--- src/rtl/mru_lookup_arbiter.sv ---
// Round-robin front end for a shared MRU value list.
// Serialises lookups, reports hit/evict results, sequences flushes and keeps hit/miss statistics.
module mru_lookup_arbiter #(
   parameter int DATA_W  = 8,
   parameter int NUM_REQ = 4,
   parameter int DEPTH   = 4,
   parameter int CNT_W   = 16,
   localparam int IDX_W  = $clog2(DEPTH),
   localparam int ID_W   = $clog2(NUM_REQ)
) (
   input  logic                      clk_in,
   input  logic                      reset_n_in,
   input  logic [NUM_REQ-1:0]        req_valid_in,
   input  logic [NUM_REQ*DATA_W-1:0] req_data_in,
   output logic [NUM_REQ-1:0]        req_ready_out,
   output logic                      rsp_valid_out,
   input  logic                      rsp_ready_in,
   output logic [ID_W-1:0]           rsp_id_out,
   output logic                      rsp_hit_out,
   output logic [IDX_W-1:0]          rsp_idx_out,
   output logic                      rsp_evict_valid_out,
   output logic [DATA_W-1:0]         rsp_evict_data_out,
   input  logic                      flush_in,
   output logic                      flush_busy_out,
   output logic [CNT_W-1:0]          hit_count_out,
   output logic [CNT_W-1:0]          miss_count_out
);

   typedef enum logic {ST_RUN, ST_FLUSH} state_t;

   state_t             state_reg;
   logic [DATA_W-1:0]  entry_reg [DEPTH];
   logic [DEPTH-1:0]   valid_reg;
   logic [ID_W-1:0]    ptr_reg;

   logic [DATA_W-1:0]  req_data_arr [NUM_REQ];
   logic               grant_ok;
   logic               grant_any;
   logic [ID_W-1:0]    grant_id;
   logic [ID_W-1:0]    ptr_next;
   logic               handshake;
   logic [DATA_W-1:0]  lookup_data;
   int                 scan_idx;
   logic               hit;
   logic [IDX_W-1:0]   hit_idx;
   logic               evict_valid;
   logic [DATA_W-1:0]  evict_data;

   generate
      for (genvar gi = 0; gi < NUM_REQ; gi++) begin : g_slice
         assign req_data_arr[gi] = req_data_in[gi*DATA_W +: DATA_W];
      end
   endgenerate

   // Reset is folded in so no grant leaks out while reset_n_in is held low.
   assign grant_ok = reset_n_in && (state_reg == ST_RUN) && !flush_in &&
                     (!rsp_valid_out || rsp_ready_in);

   always_comb begin
      grant_any = 1'b0;
      grant_id  = '0;
      scan_idx  = 0;
      for (int o = 0; o < NUM_REQ; o++) begin
         scan_idx = int'(ptr_reg) + o;
         if (scan_idx >= NUM_REQ) scan_idx = scan_idx - NUM_REQ;
         if (!grant_any && req_valid_in[ID_W'(scan_idx)]) begin
            grant_any = 1'b1;
            grant_id  = ID_W'(scan_idx);
         end
      end
   end

   assign handshake     = grant_ok && grant_any;
   assign req_ready_out = handshake ? (NUM_REQ'(1) << grant_id) : '0;
   assign lookup_data   = req_data_arr[grant_id];
   assign ptr_next      = (int'(grant_id) == NUM_REQ - 1) ? '0 : grant_id + 1'b1;

   // Lowest matching valid position wins; invalid slots never match.
   always_comb begin
      hit     = 1'b0;
      hit_idx = '0;
      for (int k = 0; k < DEPTH; k++) begin
         if (!hit && valid_reg[k] && (entry_reg[k] == lookup_data)) begin
            hit     = 1'b1;
            hit_idx = IDX_W'(k);
         end
      end
   end

   assign evict_valid = !hit && valid_reg[DEPTH-1];
   assign evict_data  = evict_valid ? entry_reg[DEPTH-1] : '0;

   assign flush_busy_out = (state_reg == ST_FLUSH);

   always_ff @(posedge clk_in or negedge reset_n_in) begin
      if (!reset_n_in) begin
         state_reg <= ST_RUN;
         valid_reg <= '0;
         ptr_reg   <= '0;
         for (int k = 0; k < DEPTH; k++) entry_reg[k] <= '0;
      end else begin
         case (state_reg)
            ST_RUN: if (flush_in) state_reg <= ST_FLUSH;
            ST_FLUSH: begin
               state_reg <= ST_RUN;
               valid_reg <= '0;
               for (int k = 0; k < DEPTH; k++) entry_reg[k] <= '0;
            end
         endcase
         // Handshakes only occur in RUN, so they never collide with the flush clear.
         if (handshake) begin
            ptr_reg      <= ptr_next;
            entry_reg[0] <= lookup_data;
            for (int j = 1; j < DEPTH; j++) begin
               if (!hit || (j <= int'(hit_idx))) entry_reg[j] <= entry_reg[j-1];
            end
            if (!hit) valid_reg <= {valid_reg[DEPTH-2:0], 1'b1};
         end
      end
   end

   always_ff @(posedge clk_in or negedge reset_n_in) begin
      if (!reset_n_in) begin
         rsp_valid_out       <= 1'b0;
         rsp_id_out          <= '0;
         rsp_hit_out         <= 1'b0;
         rsp_idx_out         <= '0;
         rsp_evict_valid_out <= 1'b0;
         rsp_evict_data_out  <= '0;
         hit_count_out       <= '0;
         miss_count_out      <= '0;
      end else if (handshake) begin
         rsp_valid_out       <= 1'b1;
         rsp_id_out          <= grant_id;
         rsp_hit_out         <= hit;
         rsp_idx_out         <= hit_idx;
         rsp_evict_valid_out <= evict_valid;
         rsp_evict_data_out  <= evict_data;
         if (hit && (hit_count_out != '1))   hit_count_out  <= hit_count_out + 1'b1;
         if (!hit && (miss_count_out != '1)) miss_count_out <= miss_count_out + 1'b1;
      end else if (rsp_ready_in) begin
         rsp_valid_out <= 1'b0;
      end
   end

endmodule

--- config.mk ---
export PLATFORM = sky130hd
export DESIGN_NAME = mru_lookup_arbiter
export DESIGN_NICKNAME = d
export VERILOG_FILES = /design/src/rtl/mru_lookup_arbiter.sv
export SDC_FILE = /design/constraint.sdc
export NUM_CORES = 1
export LEC_CHECK = 0
export CAP_MARGIN = 20
export CORE_MARGIN = 3
export CORE_UTILIZATION = 45
export CTS_CLUSTER_DIAMETER = 50
export DETAILED_ROUTE_END_ITERATION = 12
export PLACE_DENSITY = 0.69
export REMOVE_ABC_BUFFERS = 1
export SYNTH_ARGS = -nofsm -noshare
export SYNTH_HDL_FRONTEND = slang
export SYNTH_SLANG_ARGS = --single-unit
--- constraint.sdc ---
create_clock -name clk_in -period 4.7 [get_ports clk_in]
set_input_delay 0.705 -clock clk_in [delete_from_list [all_inputs] [get_ports clk_in]]
set_output_delay 0.705 -clock clk_in [all_outputs]
set_load 0.01 [all_outputs]
==> flow_metrics.tcl, run 1 <==
set metrics [dict create \
    outcome "finished, final reports clean" \
    seq_area_mm2 0.002152 \
    vias 4234 \
    fill_cells 933 \
    leakage_nw 2.724 \
    post_cts_buffers 0 \
    cp_data_required_time_ns 4.93 \
    grtUsageTotal 0.2134 \
    synth_flop_cell "dfrtp_1" \
    dieArea_mm2 0.01226 \
    tritoncts "done" \
    place.gp.congestion 0.8785 \
    die_y_um 110.7 \
    rows 37 \
    crit_type "in2reg" \
    ys_types 53 \
    antenna_found_initial 0 \
    ys_ff_latch 86 \
    grt_pass1_vias 4188 \
    cp_num_buf_inv 1 \
    crit_chain "clkdlybuf4s50_1, nand2b_1, o211a_4, o21ai_0, nand3_1, and3_1, o211ai_1, nor4_4, a211oi_4, nor2b_1, mux2_4" \
    p_int_mw 1.424 \
    clk_pin_slew_ns 0.08 \
    fmax_mhz 237.7 \
    die_width_um 110.7 \
    yosys_warnings 0 \
    maxCapViolCount 0 \
    fin_crit_ns 4.207 \
    peakVddDrop_mv 0.2112 \
    slew_violations 0 \
    clkPwrFrac 0.255 \
    pwr_density_cell_mw_per_mm2 353.5 \
    rsz0062_at_grt "false" \
    drtIter0Drc 284 \
    io_pins 92 \
    seqPwrFrac 0.398 \
    crit_fanout 13 \
    clock_sinks 86 \
    final_core_util 0.5901 \
    first_pass_iters 5 \
    async_reset_ff_frac 1.000 \
    cts_buffers 9 \
    clock_latency_ns 0.36 \
    drive_gt1_frac 0.1148 \
    fin_setup_tns_ns 0 \
    setup_viol 0 \
    final_hold_viol_count 0 \
    cp_data_arrival_time_ns 4.44 \
    final_cells 746 \
    antenna_cells 0 \
    io_buffers 91 \
    syn_avg_cell_area_um2 9.545 \
    postCtsHoldBufs 0 \
    switching_share 0.3503 \
    cts_max_path_buffers 2 \
    netlist_instances 517 \
    route.detailed.drc 0 \
    syn_to_final_growth_pct 25.66 \
    ys_seq_area_frac 0.4361 \
    period_share 0.8951 \
    synth_area_mm2 0.004935 \
    post-place-cells 729 \
    synth_edf_count 0 \
    cts_resized 0 \
    startpoint_type "input port" \
    clock-root-buffer "clkbuf_8" \
    critPathCaptureType "register" \
    grt_max_degree 57 \
    routedWlPerCell_um 17.10 \
    p_sw_mw 0.7680 \
    cp_top_family "simple AND/OR/NAND/NOR gates" \
    slew_headroom 0.2758 \
    routed_wl_mm 12.75 \
    initial_core_util 0.4696 \
    largest_register_ffs 32 \
    grt_pass1_wl_mm 21.52 \
    p_comb_frac 0.347 \
    layout.nets 651 \
    hpwl_mm 9.069 \
    p_total_mw 2.192 \
    antenna_left 0 \
    finClkSkew_ns 0.01280 \
    critPathMaxStageDelay_ns 0.88 \
    h-tree-depth 3 \
    hold_path.class "in2async" \
    multi_input_area_mm2 0.002613 \
    crit_path_top_delay_cell "nor2b_1" \
    grt.overflow.total 0 \
    viasPerCell 5.676 \
    tightest_slew_ns 1.084 \
    core_area_mm2 0.01051 \
]
==> layout make-up <==
class / instances / share of cell area
multi-input cells: 391 / 0.4213
clock inverters: 3 / 0.01110
flip-flops and latches: 86 / 0.3471
clock buffers: 13 / 0.02240
repair buffers: 105 / 0.1634
inverters: 12 / 0.007264
well taps: 136 / 0.02744
==> metrics by stage <==
stage,hold WS (ns),area [um^2],setup slack (ns)
after floorplan,0.4094,4800,-1.028
after global placement,0.4653,5986,0.3249
after detailed placement,0.4710,5986,0.1850
after CTS,0.2680,6193,0.5266
after global routing,0.2849,6201,0.2453
final,0.2675,6201,0.4932
==> cells in the final DEF (no fill, tap or decap), drive strengths merged, types with 2 or more instances in the layout <==
master	instances
nand2b	5
xor2	16
or3	7
dfrtp	86
a21oi	35
a21o	2
buf	14
and2	6
o22ai	7
nand4	23
o211ai	6
nor2	13
bufinv	2
ha	6
clkbuf	14
clkdlybuf4s50	90
a211oi	5
nor4	4
nand2	45
and3	37
nor2b	13
nand3	36
o2111ai	3
xnor2	14
a32o	8
inv	12
o21a	12
o21ai	49
a31o	2
nor3	16
a22o	2
mux2	11
==> kinds of logic after synthesis <==
family,share of synthesized area
DFF,0.4361
xor gates and xnor gates,0.05325
and+or+nand+nor,0.2328
AOI/OAI and AO/OA,0.1930
adders and majority gates,0.01521
muxes,0.03322
buffers and inverters,0.03651
==> cells in the mapped netlist, types with 2 or more instances <==
library cell	instances	area share
dfrtp_1	86	0.44
o21ai_0	46	0.047
nand2_1	45	0.034
and3_1	37	0.047
nand3_1	32	0.032
a21oi_1	29	0.029
nand4_1	23	0.029
xor2_1	16	0.028
nor3_1	15	0.015
xnor2_1	14	0.025
nor2b_1	13	0.016
clkbuf_1	12	0.0091
nor2_1	12	0.0091
o21a_1	12	0.018
buf_2	9	0.0091
inv_1	9	0.0068
a32o_1	8	0.016
mux2_4	8	0.024
o22ai_1	7	0.0089
or3_1	7	0.0089
ha_1	6	0.015
nand2b_1	5	0.0063
o211ai_1	5	0.0076
nand3_2	4	0.0081
a211oi_2	3	0.0076
a21oi_2	3	0.0053
a21oi_4	3	0.0099
and2_1	3	0.0038
and2_4	3	0.0053
buf_1	3	0.0023
buf_4	3	0.0046
inv_2	3	0.0023
mux2_2	3	0.0068
o2111ai_1	3	0.0053
o21ai_1	3	0.0030
a211oi_4	2	0.0081
a21o_1	2	0.0030
a22o_1	2	0.0036
a31o_2	2	0.0036
nor4_1	2	0.0025
nor4_4	2	0.0086
==> power groups by stage <==
stage,logic [mW],clock network (mW),registers [mW]
final,0.760,0.560,0.872
after global routing,0.839,0.611,0.884
after CTS,0.761,0.578,0.872
after detailed placement,0.758,0,0.885
after global placement,0.741,0,0.883
after floorplan,0.475,0,0.886
==> routing by layer <==
layer	global-route usage	part of all wire
met1	0.3050	0.49
met2	0.3269	0.44
met3	0.03766	0.048
met4	0.07553	0.016
met5	0	0
==> worst paths after layout <==
kind / startpoint / to / slack (ns) / cells after the start
min in group clk_in: hit_count_out[5] / hit_count_out[5] / 0.48 / 1
max reg2reg: ptr_reg[1] / entry_reg[5] / 0.93 / 10
max in group asynchronous: reset_n_in / entry_reg[3] / 3.35 / 2
min: reset_n_in / rsp_evict_data_out[4] / 0.27 / 1
min reg2reg: hit_count_out[5] / hit_count_out[5] / 0.48 / 1
max: req_valid_in[1] / entry_reg[5] / 0.49 / 11
(Power assumes the default switching activity.)
==> run 2: changes to the inputs <==
- PLACE_DENSITY: 0.69 -> 0.72
- clock period: 4.7 -> 3.5 ns (I/O delays scaled with it)
==> run 2 against run 1 <==
Against the previous run:
- combinational power increased by 74%
- via count increased by 7.0%
- non-clock buffer count grew 52
- final area rose by 7.9%
- routed wire length up 9.0%
- register-to-register slack lost 0.59 ns
- flip-flop and latch count stayed put
- total power is 45% higher
- critical path depth rose by 5
- count of clock-buffer cells in the layout rose by 1
- critical path type unchanged
- critical endpoint is now entry_reg[7]
==> flow_metrics.tcl, run 2 (synthesis gave the netlist of run 1 again) <==
set metrics [dict create \
    outcome "finished, final reports clean" \
    p_total_mw 3.171 \
    drtIter0Drc 327 \
    startpoint_type "input port" \
    grt_use_met1 0.3272 \
    drive_gt1_frac 0.2009 \
    routed_wl_mm 13.90 \
    setup_viol 0 \
    maxCapViolCount 0 \
    grt_pass1_vias 4527 \
    grt_use_met2 0.3572 \
    antenna_left 0 \
    rsz0062_at_grt "true" \
    finClkSkew_ns 0.01022 \
    vias 4532 \
    initial_core_util 0.4696 \
    grtUsageTotal 0.2287 \
    final_hold_viol_count 0 \
    slew_violations 0 \
    mostFrequentLayoutCell "clkdlybuf4s50_1" \
    cts_max_path_buffers 2 \
    critPathCaptureType "register" \
    fmax_mhz 297.4 \
    final_core_util 0.6367 \
    crit_type "in2reg" \
    clock_latency_ns 0.36 \
    peakVddDrop_mv 0.3636 \
    antenna_found_initial 0 \
    io_buffers 91 \
    post-place-cells 779 \
    syn_to_final_growth_pct 35.60 \
    cp_data_required_time_ns 3.75 \
    leakage_nw 3.000 \
    slew_headroom 0.5244 \
    use_met3 0.04258 \
    route.detailed.drc 0 \
    largest_register_ffs 32 \
    core_area_mm2 0.01051 \
    fin_crit_ns 3.363 \
    grt_pass1_wl_mm 23.25 \
    first_pass_iters 5 \
    antenna_cells 0 \
    cts_buffers 9 \
    tightest_slew_ns 0.7133 \
    fin_ws_ns 0.1370 \
    clock-root-buffer "clkbuf_8" \
    die_width_um 110.7 \
    clock_sinks 86 \
    fill_cells 877 \
    io_pins 92 \
    final_cells 798 \
    grt_max_degree 57 \
    crit_fanout 5 \
    dpl_worst_slack_ns -0.3800 \
    layout.nets 703 \
    postCtsHoldBufs 0 \
    fin_area_mm2 0.006691 \
    tritoncts "done" \
    fin_setup_tns_ns 0 \
    r2r_cells 14 \
    rrSetupSlack_ns 0.34 \
    viasPerCell 5.679 \
    place.gp.congestion 0.8876 \
    hpwl_mm 9.988 \
    most-common-layout-cells "clkdlybuf4s50_1 (90), dfrtp_1 (86), buf_4 (63)" \
    cp_data_arrival_time_ns 3.61 \
    hold_slack_ns 0.2067 \
    reg2reg_to "entry_reg[7]" \
    grt.overflow.total 0 \
    routedWlPerCell_um 17.42 \
    dieArea_mm2 0.01226 \
    clk_pin_slew_ns 0.09 \
    grt-busiest-layer "met2" \
    die_y_um 110.7 \
    dpl-instance-area_mm2 0.006399 \
    h-tree-depth 3 \
    rows 37 \
    period_share 0.9609 \
    r2r_start "ptr_reg[1]" \
    pwr_density_cell_mw_per_mm2 473.9 \
    hold_path.class "in2async" \
]
## run 2: cell types whose count changed in the layout (fill, tap and decap cells not counted), sizes merged
| cell | delta |
|---|---|
| buf | +53 |
| bufinv | -2 |
| clkinvlp | +2 |
| clkinv | -1 |
## run 2: metal layers
layer | wire, um | share of wire
met1 | 6538 | 0.47
met2 | 6444 | 0.46
met3 | 734 | 0.053
met4 | 183 | 0.013
met5 | 0 | 0
## run 2: timing repair
action                                 4_1_cts  5_1_grt
buffers inserted                             0        3
gates resized for setup                      1       18
setup endpoints to repair                    8       51
pin swaps                                    0        4
endpoints found under the hold margin        0        0
## run 2: worst max-delay path: stages
cell	delay (ns)
clkdlybuf4s50_1	0.46
buf_4	0.17
mux2i_1	0.13
nor2_1	0.08
nor3_4	0.25
inv_2	0.14
buf_12	0.15
nand3_1	0.16
buf_4	0.16
a21oi_1	0.06
o22ai_1	0.30
nor4_4	0.12
a211oi_4	0.20
nor2b_2	0.22
buf_4	0.17
mux2_4	0.30
## run 2: worst max path at each step
stage / slack, ns / depth (start not counted) / startpoint / endpoint
floorplan: -2.05 / 4 / req_valid_in[0] / hit_count_out[1]
finish: 0.14 / 16 / req_valid_in[2] / entry_reg[7]
global route: -0.003 / 15 / req_valid_in[2] / miss_count_out[9]
detailed placement: -0.38 / 13 / req_valid_in[0] / entry_reg[7]
CTS: 0.03 / 14 / req_valid_in[2] / miss_count_out[1]
global placement: -0.28 / 13 / req_valid_in[2] / entry_reg[2]
## run 2: final cells by class
class | count | area [um^2] | share of cell area
Sequential cell | 86 | 2152 | 0.3216
Timing Repair Buffer | 157 | 1454 | 0.2173
Inverter | 12 | 45.04 | 0.006731
Clock inverter | 2 | 15.01 | 0.002244
Clock buffer | 14 | 172.7 | 0.02580
Multi-Input combinational cell | 391 | 2683 | 0.4009
Tap cell | 136 | 170.2 | 0.02543
## run 2: report_power, final
group	internal [mW]	switching, mW
registers	1.08	0.0982
logic	0.636	0.684
clock network	0.317	0.356
==> run 3: changes to the inputs <==
- CORE_UTILIZATION: 45 -> 42
- PLACE_DENSITY: 0.72 -> 0.67
==> run 3 against run 2 <==
Against the previous run:
- register-to-register slack barely moved
- combinational power fell by 6%
- non-clock buffer count fell by 3
- critical endpoint is now hit_count_out[1]
- global-route usage fell by 2.0 points
==> flow_metrics.tcl, run 3 (synthesis gave the netlist of run 1 again) <==
set metrics [dict create \
    cts_max_path_buffers 2 \
    die_width_um 114.4 \
    tightest_slew_ns 0.7845 \
    cp_data_required_time_ns 3.73 \
    route.detailed.drc 0 \
    io_pins 92 \
    grt_pass1_wl_mm 21.89 \
    dieArea_mm2 0.01309 \
    fin_ws_ns 0.1487 \
    syn_to_final_growth_pct 36.51 \
    maxCapViolCount 0 \
    cts_buffers 9 \
    antenna_cells 0 \
    cp_top_family "simple AND/OR/NAND/NOR gates" \
    finClkSkew_ns 0.006083 \
    dpl_worst_slack_ns -0.3502 \
    clkPwrFrac 0.271 \
    outcome "finished, final reports clean" \
    final_hold_viol_count 0 \
    rsz0062_at_grt "true" \
    mostFrequentLayoutCell "clkdlybuf4s50_1" \
    crit_fanout 10 \
    clock-root-buffer "clkbuf_16" \
    min_path_cells 1 \
    crit_path_top_delay_cell "clkdlybuf4s50_1" \
    p_sw_mw 1.145 \
    vias 4380 \
    slew_headroom 0.4713 \
    setup_viol 0 \
    p_int_mw 2.171 \
    fin_crit_ns 3.351 \
    largest_register_ffs 32 \
    rows 38 \
    slew_violations 0 \
    path_common_cell "buf_4" \
    tritoncts "done" \
    period_share 0.9575 \
    path_depth 13 \
    grtUsageTotal 0.2089 \
    leakage_nw 3.018 \
    critPathMaxStageDelay_ns 0.53 \
    first_pass_iters 4 \
    core_area_mm2 0.01117 \
    clock_sinks 86 \
    cp_data_arrival_time_ns 3.58 \
    viasPerCell 5.489 \
    grt.overflow.total 0 \
    crit_type "in2reg" \
    grt_max_degree 82 \
    place.gp.congestion 0.8585 \
    drive_gt1_frac 0.1915 \
    clk_pin_slew_ns 0.06 \
    r2r_cells 12 \
    fill_cells 952 \
    crit_chain "clkdlybuf4s50_1, nor2b_1, o21bai_1, buf_4, buf_4, and3_1, a211oi_4, or3_1, o211ai_1, nor4_4, a21oi_1, a21boi_1, mux2_2" \
    routedWlPerCell_um 16.45 \
    fmax_mhz 298.4 \
    hpwl_mm 9.486 \
    drtIter0Drc 306 \
    routed_wl_mm 13.13 \
    initial_core_util 0.4417 \
    p_comb_frac 0.373 \
    peakVddDrop_mv 0.4669 \
    cp_num_buf_inv 3 \
    clock_latency_ns 0.35 \
    seqPwrFrac 0.356 \
    hold_path.class "reg2reg" \
    switching_share 0.3452 \
    startpoint_type "input port" \
    antenna_left 0 \
    critPathCaptureType "register" \
    most-common-layout-cells "clkdlybuf4s50_1 (89), dfrtp_1 (86), buf_4 (59)" \
    antenna_found_initial 0 \
    grt_pass1_vias 4345 \
    hold_slack_ns 0.4791 \
    layout.nets 700 \
    h-tree-depth 3 \
    pwr_density_cell_mw_per_mm2 492.2 \
    io_buffers 91 \
    die_y_um 114.4 \
]
[run 3: worst reg2reg max path, cell delays in order (launching register included)]
cell and delay (ns):
dfrtp_1 0.45, and2_4 0.21, o211a_4 0.31, nor2_4 0.14
inv_2 0.09, buf_4 0.15, a211oi_4 0.35, or3_1 0.17
o211ai_1 0.13, nor4_4 0.38, a21oi_1 0.12, a21boi_1 0.20
mux2_2 0.35
[run 3: layout make-up]
class	instances	area [um^2]	area share
repair buffers	154	1426	0.2117
clock inverters	5	36.28	0.005386
flip-flops and latches	86	2152	0.3195
well taps	140	175.2	0.02600
clock buffers	10	239.0	0.03548
inverters	12	45.04	0.006686
multi-input cells	391	2663	0.3952
[run 3: power by group through the flow]
stage | Clock, mW | Combinational, mW | Sequential (mW)
after floorplan | 0 | 0.638 | 1.19
after global placement | 0 | 1.16 | 1.19
after detailed placement | 0 | 1.18 | 1.19
after CTS | 0.925 | 1.19 | 1.18
after global routing | 0.956 | 1.35 | 1.19
final | 0.898 | 1.24 | 1.18
[run 3: worst paths after layout]
kind / start / end / slack (ns)
max: req_valid_in[0] / hit_count_out[1] / 0.15
min: rsp_id_out[0] / rsp_id_out[0] / 0.48
max reg2reg: ptr_reg[1] / hit_count_out[1] / 0.33
min reg2reg: rsp_id_out[0] / rsp_id_out[0] / 0.48
max in group asynchronous: reset_n_in / rsp_evict_data_out[0] / 2.16
min in group asynchronous: reset_n_in / rsp_id_out[0] / 0.52
[run 3: stage by stage]
step                      setup TNS, ns  cells  utilization  cell area [um^2]  power (mW)
final                                 0    798       0.6029              6736       3.316
after global routing            -0.2477    798       0.6029              6736       3.503
after CTS                             0    792       0.5917              6611       3.294
after detailed placement         -16.51    776       0.5662              6326       2.376
after global placement           -10.36    776       0.5662              6326       2.354
after floorplan                 -134.84    489            -              4800       1.827
[run 3: repair_timing]
item | in CTS | in global routing
hold buffers | 1 | 0
endpoints found under the hold margin | 5 | 0
buffers inserted | 0 | 4
resized for setup | 0 | 15
endpoints found under the setup margin | 0 | 59
[run 3: routing by layer]
layer	track usage	wire length, um	vias to the layer above
li1	-	-	2160
met1	0.2949	6252	2058
met4	0.06334	231	0
met2	0.3170	5697	141
met5	0	0	-
met3	0.05233	950	21
